## config.mk

```make
export PLATFORM = sky130hd
export DESIGN_NAME = sandpile_grid_arbiter
export DESIGN_NICKNAME = d
export VERILOG_FILES = /design/src/rtl/sandpile_grid_arbiter.sv
export SDC_FILE = /design/constraint.sdc
export NUM_CORES = 1
export LEC_CHECK = 0
export CORE_MARGIN = 2
export CORE_UTILIZATION = 39
export DETAILED_ROUTE_END_ITERATION = 8
export GPL_ROUTABILITY_DRIVEN = 0
export MAX_ROUTING_LAYER = met4
export PLACE_DENSITY_LB_ADDON = 0.2
export SETUP_SLACK_MARGIN = 0.1
export SYNTH_ARGS = -nofsm -noshare
export SYNTH_HDL_FRONTEND = slang
export SYNTH_SLANG_ARGS = --single-unit
```

## constraint.sdc

```tcl
create_clock -name clk -period 3.49 [get_ports clk]
set_input_delay 0.698 -clock clk [delete_from_list [all_inputs] [get_ports clk]]
set_output_delay 0.698 -clock clk [all_outputs]
set_load 0.01 [all_outputs]
```

## src/rtl/sandpile_grid_arbiter.sv

```systemverilog
// sandpile_grid_arbiter: shares the single-port grid RAM between the VGA renderer (priority) and the
// simulation engine, with range checking and tagged two-cycle read return.
module sandpile_grid_arbiter #(
   parameter int MAX_SIZE = 32,
   parameter int AW       = $clog2(MAX_SIZE),
   parameter int STALL_W  = 8
) (
   input  logic               clk,
   input  logic               rst,
   input  logic [AW:0]        grid_size,
   input  logic               vga_active,
   input  logic [AW-1:0]      vga_addr_x,
   input  logic [AW-1:0]      vga_addr_y,
   output logic [2:0]         vga_data,
   input  logic               sim_req,
   input  logic               sim_we,
   input  logic [AW-1:0]      sim_addr_x,
   input  logic [AW-1:0]      sim_addr_y,
   input  logic [2:0]         sim_wdata,
   output logic               sim_gnt,
   output logic               sim_rvalid,
   output logic [2:0]         sim_rdata,
   output logic [STALL_W-1:0] sim_stall_cnt,
   output logic               mem_en,
   output logic               mem_we,
   output logic [2*AW-1:0]    mem_addr,
   output logic [2:0]         mem_wdata,
   input  logic [2:0]         mem_rdata
);
   typedef enum logic [1:0] {IDLE, VGA, SIM} grant_e;
   grant_e gsel;
   logic [AW-1:0] ax, ay;
   logic in_range;
   logic tag_vld_q, tag_vld_d, tag_sim_q, tag_sim_d, tag_rd_q, tag_rd_d, tag_in_q, tag_in_d;
   logic [2:0] rd, vga_data_q, vga_data_d, sim_rdata_q, sim_rdata_d;
   logic sim_rvalid_q, sim_rvalid_d;
   logic [STALL_W-1:0] stall_q, stall_d;
   always_comb begin
      gsel = rst ? IDLE : vga_active ? VGA : sim_req ? SIM : IDLE;
      ax = (gsel == SIM) ? sim_addr_x : vga_addr_x;
      ay = (gsel == SIM) ? sim_addr_y : vga_addr_y;
      in_range = ({1'b0, ax} < grid_size) && ({1'b0, ay} < grid_size);
      sim_gnt = gsel == SIM;
      mem_en = (gsel != IDLE) && in_range;
      mem_we = sim_gnt && sim_we && in_range;
      mem_addr = (gsel == IDLE) ? '0 : {ay, ax};
      mem_wdata = sim_gnt ? sim_wdata : '0;
      tag_vld_d = gsel != IDLE;
      tag_sim_d = sim_gnt;
      tag_rd_d = (gsel == VGA) || !sim_we;
      tag_in_d = in_range;
      // Out-of-range reads never enabled the RAM, so mem_rdata is stale and must be masked.
      rd = tag_in_q ? mem_rdata : '0;
      vga_data_d = (tag_vld_q && !tag_sim_q) ? rd : vga_data_q;
      sim_rvalid_d = tag_vld_q && tag_sim_q && tag_rd_q;
      sim_rdata_d = sim_rvalid_d ? rd : sim_rdata_q;
      stall_d = (!sim_req || sim_gnt) ? '0 : (&stall_q) ? stall_q : stall_q + 1'b1;
      vga_data = rst ? '0 : vga_data_q;
      sim_rvalid = rst ? 1'b0 : sim_rvalid_q;
      sim_rdata = rst ? '0 : sim_rdata_q;
      sim_stall_cnt = rst ? '0 : stall_q;
   end
   always_ff @(posedge clk) begin
      if (rst) begin
         tag_vld_q <= 1'b0;
         tag_sim_q <= 1'b0;
         tag_rd_q <= 1'b0;
         tag_in_q <= 1'b0;
         vga_data_q <= '0;
         sim_rvalid_q <= 1'b0;
         sim_rdata_q <= '0;
         stall_q <= '0;
      end else begin
         tag_vld_q <= tag_vld_d;
         tag_sim_q <= tag_sim_d;
         tag_rd_q <= tag_rd_d;
         tag_in_q <= tag_in_d;
         vga_data_q <= vga_data_d;
         sim_rvalid_q <= sim_rvalid_d;
         sim_rdata_q <= sim_rdata_d;
         stall_q <= stall_d;
      end
   end
endmodule
```

==> Yosys cells after proc, flatten, opt, wreduce, memory -nomap -nowiden <==
Cells that the tools add are included.
{ "word_totals": {"ff_bits": 19, "input_bits": 37} }
{ "classes": {"n_addsub": 1, "order_cmp": 2, "eq_ne": 2, "mux": 12, "n_reduce_logical": 16} }
{ "op_table": {"columns": ["operator", "n"], "rows": [
  ["$lt A5 B6 Y1", 2],
  ["$mux W3", 4],
  ["$mux W10", 1],
  ["$mux W5", 2],
  ["$add A8 B1 Y8 const B", 1],
  ["$mux W8", 1],
  ["$reduce_and A8 Y1", 1],
  ["$logic_and A1 B1 Y1", 7],
  ["$mux W2", 3],
  ["$logic_not A1 Y1", 3],
  ["$eq A2 B1 Y1 const B", 1],
  ["$eq A2 B2 Y1 const B", 1],
  ["$logic_not A2 Y1", 1],
  ["$logic_or A1 B1 Y1", 2],
  ["$reduce_bool A2 Y1", 1],
  ["$reduce_or A2 Y1", 1],
  ["$mux W1", 1]
]} }

==> Logic depth before layout (Yosys ltp) <==
Gate-level depths: netlist (run 1).
{ "depth": {"depth_word": 8, "ltp_mapped": 9, "depth_no_buf": 7} }

==> Least setup slack after synthesis (run 1) <==
No wires, ideal clock.
{ "synth_path": {"path_type": "input port to output port", "from": "input port rst", "to": "output port mem_we", "arrival_time_ns": 2.699, "t_required_ns": 2.792, "setup_slack_ns": 0.093, "path_stages": 8, "n_path_buf": 2, "path_cell_list": "or3b_1 > buf_2 > buf_2 > mux2_1 > ha_1 > a211oi_1 > a31oi_1 > nor3_1"} }
{ "synth_via": {"elab_chain_cells": 6, "word_cells_on_any_way": 9, "classes_between": "2 x order compare; 1 x eq/ne; 3 x mux; 3 x reduce/logical"} }
{ "synth_rtl": {"columns": ["item", "line_no", "rtl"], "rows": [
  ["start: declaration", "9", "input logic rst,"],
  ["$mux W2 (*)", "39", "gsel = rst ? IDLE : vga_active ? VGA : sim_req ? SIM : IDLE;"],
  ["$eq A2 B2 Y1 (*)", "40, 41, 43", null],
  ["$mux W5 (on tied branches)", "40, 41", null],
  ["$lt A5 B6 Y1", "42", "in_range = ({1'b0, ax} < grid_size) && ({1'b0, ay} < grid_size);"],
  ["$logic_and A1 B1 Y1", "42", null],
  ["$logic_and A1 B1 Y1 (*)", "45", "mem_we = sim_gnt && sim_we && in_range;"],
  ["end: declaration", "25", "output logic mem_we,"]
]} }
Every way passes the cells marked *; elsewhere a longest branch is shown, timed or not.

==> Final worst setup path (run 1) <==
{ "layout_path": {"from": "input port rst", "to": "output port mem_en"} }
{ "layout_via": {"elab_chain_cells": 6, "word_cells_on_any_way": 9, "classes_between": "2 x order compare; 1 x eq/ne; 3 x mux; 3 x reduce/logical"} }
{ "layout_rtl": {"columns": ["item", "line_no", "rtl"], "rows": [
  ["$mux W2 (*)", "39", null],
  ["$eq A2 B2 Y1", "40, 41", null],
  ["$mux W5 (on tied branches)", "40, 41", null],
  ["$lt A5 B6 Y1", "42", null],
  ["$logic_and A1 B1 Y1", "42", null],
  ["$logic_and A1 B1 Y1 (*)", "44", "mem_en = (gsel != IDLE) && in_range;"],
  ["end: declaration", "24", "output logic mem_en,"]
]} }
Marks and branches as above.

==> flow_metrics.tcl, run 1 <==
set metrics [dict create \
    fill_cells 242 \
    avgSynthCellArea_sq_um 7.998 \
    synth_top_area_share_pct 30.10 \
    cp_max_fo 4 \
    skew_ps 0.5878 \
    drt_iter0_drc 116 \
    dieArea_sq_um 3712 \
    drc 0 \
    synth_area_leader_cell "dfxtp_1" \
    grt_max_degree 29 \
    timing.critical_path.buf_inv 3 \
    cts_num_sinks 19 \
    layout_min_cycle_time_ps 3393 \
    core_area_sq_um 3078 \
    max_slew.worst_pin.slew_ps 654.1 \
    hold_ws_ps 459.8 \
    drt-vias-per-instance 5.033 \
    crit_family "simple AND/OR/NAND/NOR gates" \
    synthSimpleGateAreaFrac_pct 34.75 \
    diodes 0 \
    track_usage_pct 21.70 \
    final_core_util_pct 71.75 \
    rsz0062_at_grt "true" \
    slew_headroom_pct 55.80 \
    syn_nets 204 \
    grt_pass1_wl_microns 5989 \
    rows 20 \
    synth_top_family_by_area "simple AND/OR/NAND/NOR gates" \
    synth_edf_count 0 \
    overflow 0 \
    synth_mux_area_share_pct 7.129 \
    place.detailed.hpwl_microns 2685 \
    run_status "completed" \
    htreeDepth 1 \
    cp.arrival_ps 2690 \
    vias 1389 \
    wirelength_microns 3718 \
    antenna_found_initial 0 \
    ioPinCount 68 \
    nets 279 \
    async_flop_share_pct 0 \
    die_y_microns 60.93 \
    slew_violations 0 \
    cp_common_cell "buf_2" \
    start_util_pct 41.06 \
    tns_ps 0 \
    holdCritStartpoint "vga_data_q[0]" \
    clk_pin_slew_ps 110 \
    synth_area_leaders "dfxtp_1, ha_1, nor2b_1" \
    totalPowerFinal_mw 0.5072 \
    antenna_left 0 \
    synth_compound_area_share_pct 12.38 \
    grt_pass1_vias 1385 \
    synthesis.area_sq_um 1264 \
    vdd.ir_drop.worst_mv 0.1188 \
    leakage_nw 0.8551 \
    clk_latency_ps 290 \
    finalHoldViolCount 0 \
    ys_warn_count 0 \
    synth-seq-cells 19 \
    cts.path.max_buffers 2 \
    fmax_mhz 294.7 \
    pre_cts_ws_ps -810.3 \
    cts_setup_buffers 0 \
    setup_violations 0 \
    drt-wirelength-per-cell_microns 13.47 \
    crit_path_top_delay_cell "or3b_4" \
    cp-end-kind "output pin" \
    chipWidth_microns 60.93 \
    drive_gt1_share_pct 17.67 \
    reg2reg_from "stall_q[0]" \
    cts_root_buf "clkbuf_4" \
    powerDensity_nw_per_um2 229.7 \
    crit_chain "buf_2 -> or3b_4 -> buf_6 -> mux2_4 -> ha_4 -> nand4b_1 -> o32ai_4 -> nor3_2 -> buf_2" \
    synth_xor_area_share_pct 2.079 \
    crit_type "in -> out" \
    max-cap-violations 0 \
    synth_fa_ha_area_share_pct 8.911 \
    yosysUniqueCellTypes 34 \
    setup_slack_ps 97.06 \
    synth-main-ff-cell "dfxtp_1" \
    tritoncts "built" \
    drtPass1Iterations 4 \
    yosysSeqAreaShare_pct 30.10 \
    cts-buffers-inserted 3 \
    hp-class "reg -> reg" \
    critical_path_required_ps 2790 \
    max_stage_delay_ps 410 \
    port_buffers 67 \
    crit_path_start "rst" \
    postSynthCellCount 158 \
    finalCritPeriodShare_pct 97.22 \
    syn2layout_area_growth_pct 74.75 \
    crit_path_start_kind "input port" \
]
-- synth_stat cells (all sizes together) (4+ instances only) --
master,count
a21oi,12
and2,11
dfxtp,19
ha,9
inv,10
mux2,8
nand2,12
nand3,10
nor2,12
nor2b,16
nor3,7
o21ai,4
-- cell type report --
cell class / instances / area [sq um] / area share, %
Clock buffer: 3 / 22.52 / 1.020
Timing Repair Buffer: 75 / 719.4 / 32.58
Clock inverter: 1 / 5.005 / 0.2266
Inverter: 10 / 37.54 / 1.700
Sequential cell: 19 / 380.4 / 17.22
Multi-Input combinational cell: 124 / 988.4 / 44.76
Tap cell: 44 / 55.05 / 2.493
-- placed cells by master (no fill, tap or decap), types with 4 or more instances in the layout --
cell and count:
mux2_4 4, buf_4 6, nor3_1 5, a21oi_1 12, nand3_1 10, nor2_1 12, ha_4 6, nor2b_1 16
clkdlybuf4s50_1 62, buf_2 4, dfxtp_1 19, inv_1 8, nand2_1 12, and2_1 11
-- per-stage QoR --
stage,area [sq um],cells
finish,2208,276
global route,2208,276
CTS,2173,276
detailed placement,2028,272
global placement,2028,272
floorplan,1264,158
-- routing by layer --
layer	vias to the layer above	global-route usage (%)	routed length, microns
li1	695	-	-
met1	633	26.19	1584
met2	57	38.56	1901
met3	4	2.985	184
met4	0	4.037	47
met5	-	-	0
-- cells by family after synthesis --
group           count (synthesis)
compound gates                 24
xor+xnor                        3
fa+ha+maj                       9
buf+inv                        15
flops                          19
mux                             8
simple gates                   80
-- worst min-delay path, delay by kind of cell, from the launching register on --
kind | cells | cell delay, ps
flops | 1 | 320
simple gates | 1 | 50
compound gates | 1 | 50
-- worst paths after layout --
kind / cells after the start / slack, ps / endpoint
worst max register to register: 5 / 2040 / stall_q[0]
worst max-delay path: 9 / 100 / mem_en
worst min register to register: 2 / 460 / vga_data_q[0]
worst min-delay path: 2 / 460 / vga_data_q[0]
-- power breakdown --
part | internal (mW) | total (mW) | switching [mW]
Combinational | 0.0986 | 0.169 | 0.0703
Clock | 0.0426 | 0.112 | 0.0694
Sequential | 0.222 | 0.226 | 0.00419
-- sequential cells by signal, summed over array words and instances (netlist names) --
signal	count
tag_in_q	1
vga_data_q	3
tag_vld_q	1
tag_rd_q	1
stall_q	8
sim_rdata_q	3
sim_rvalid_q	1
tag_sim_q	1
-- repair_timing --
item	CTS	global route
resized for setup	43	6
hold buffers	0	0
setup endpoints to repair	12	2
pin swaps	10	4
hold endpoints to repair	0	0
Power figures use the tool's default switching activity.
==> run 2, diff against run 1 <==
Settings changed: HOLD_SLACK_MARGIN set to 0.15.
==> results of run 2 <==
The final DEF is identical to that of run 1; final timing and power are the same.
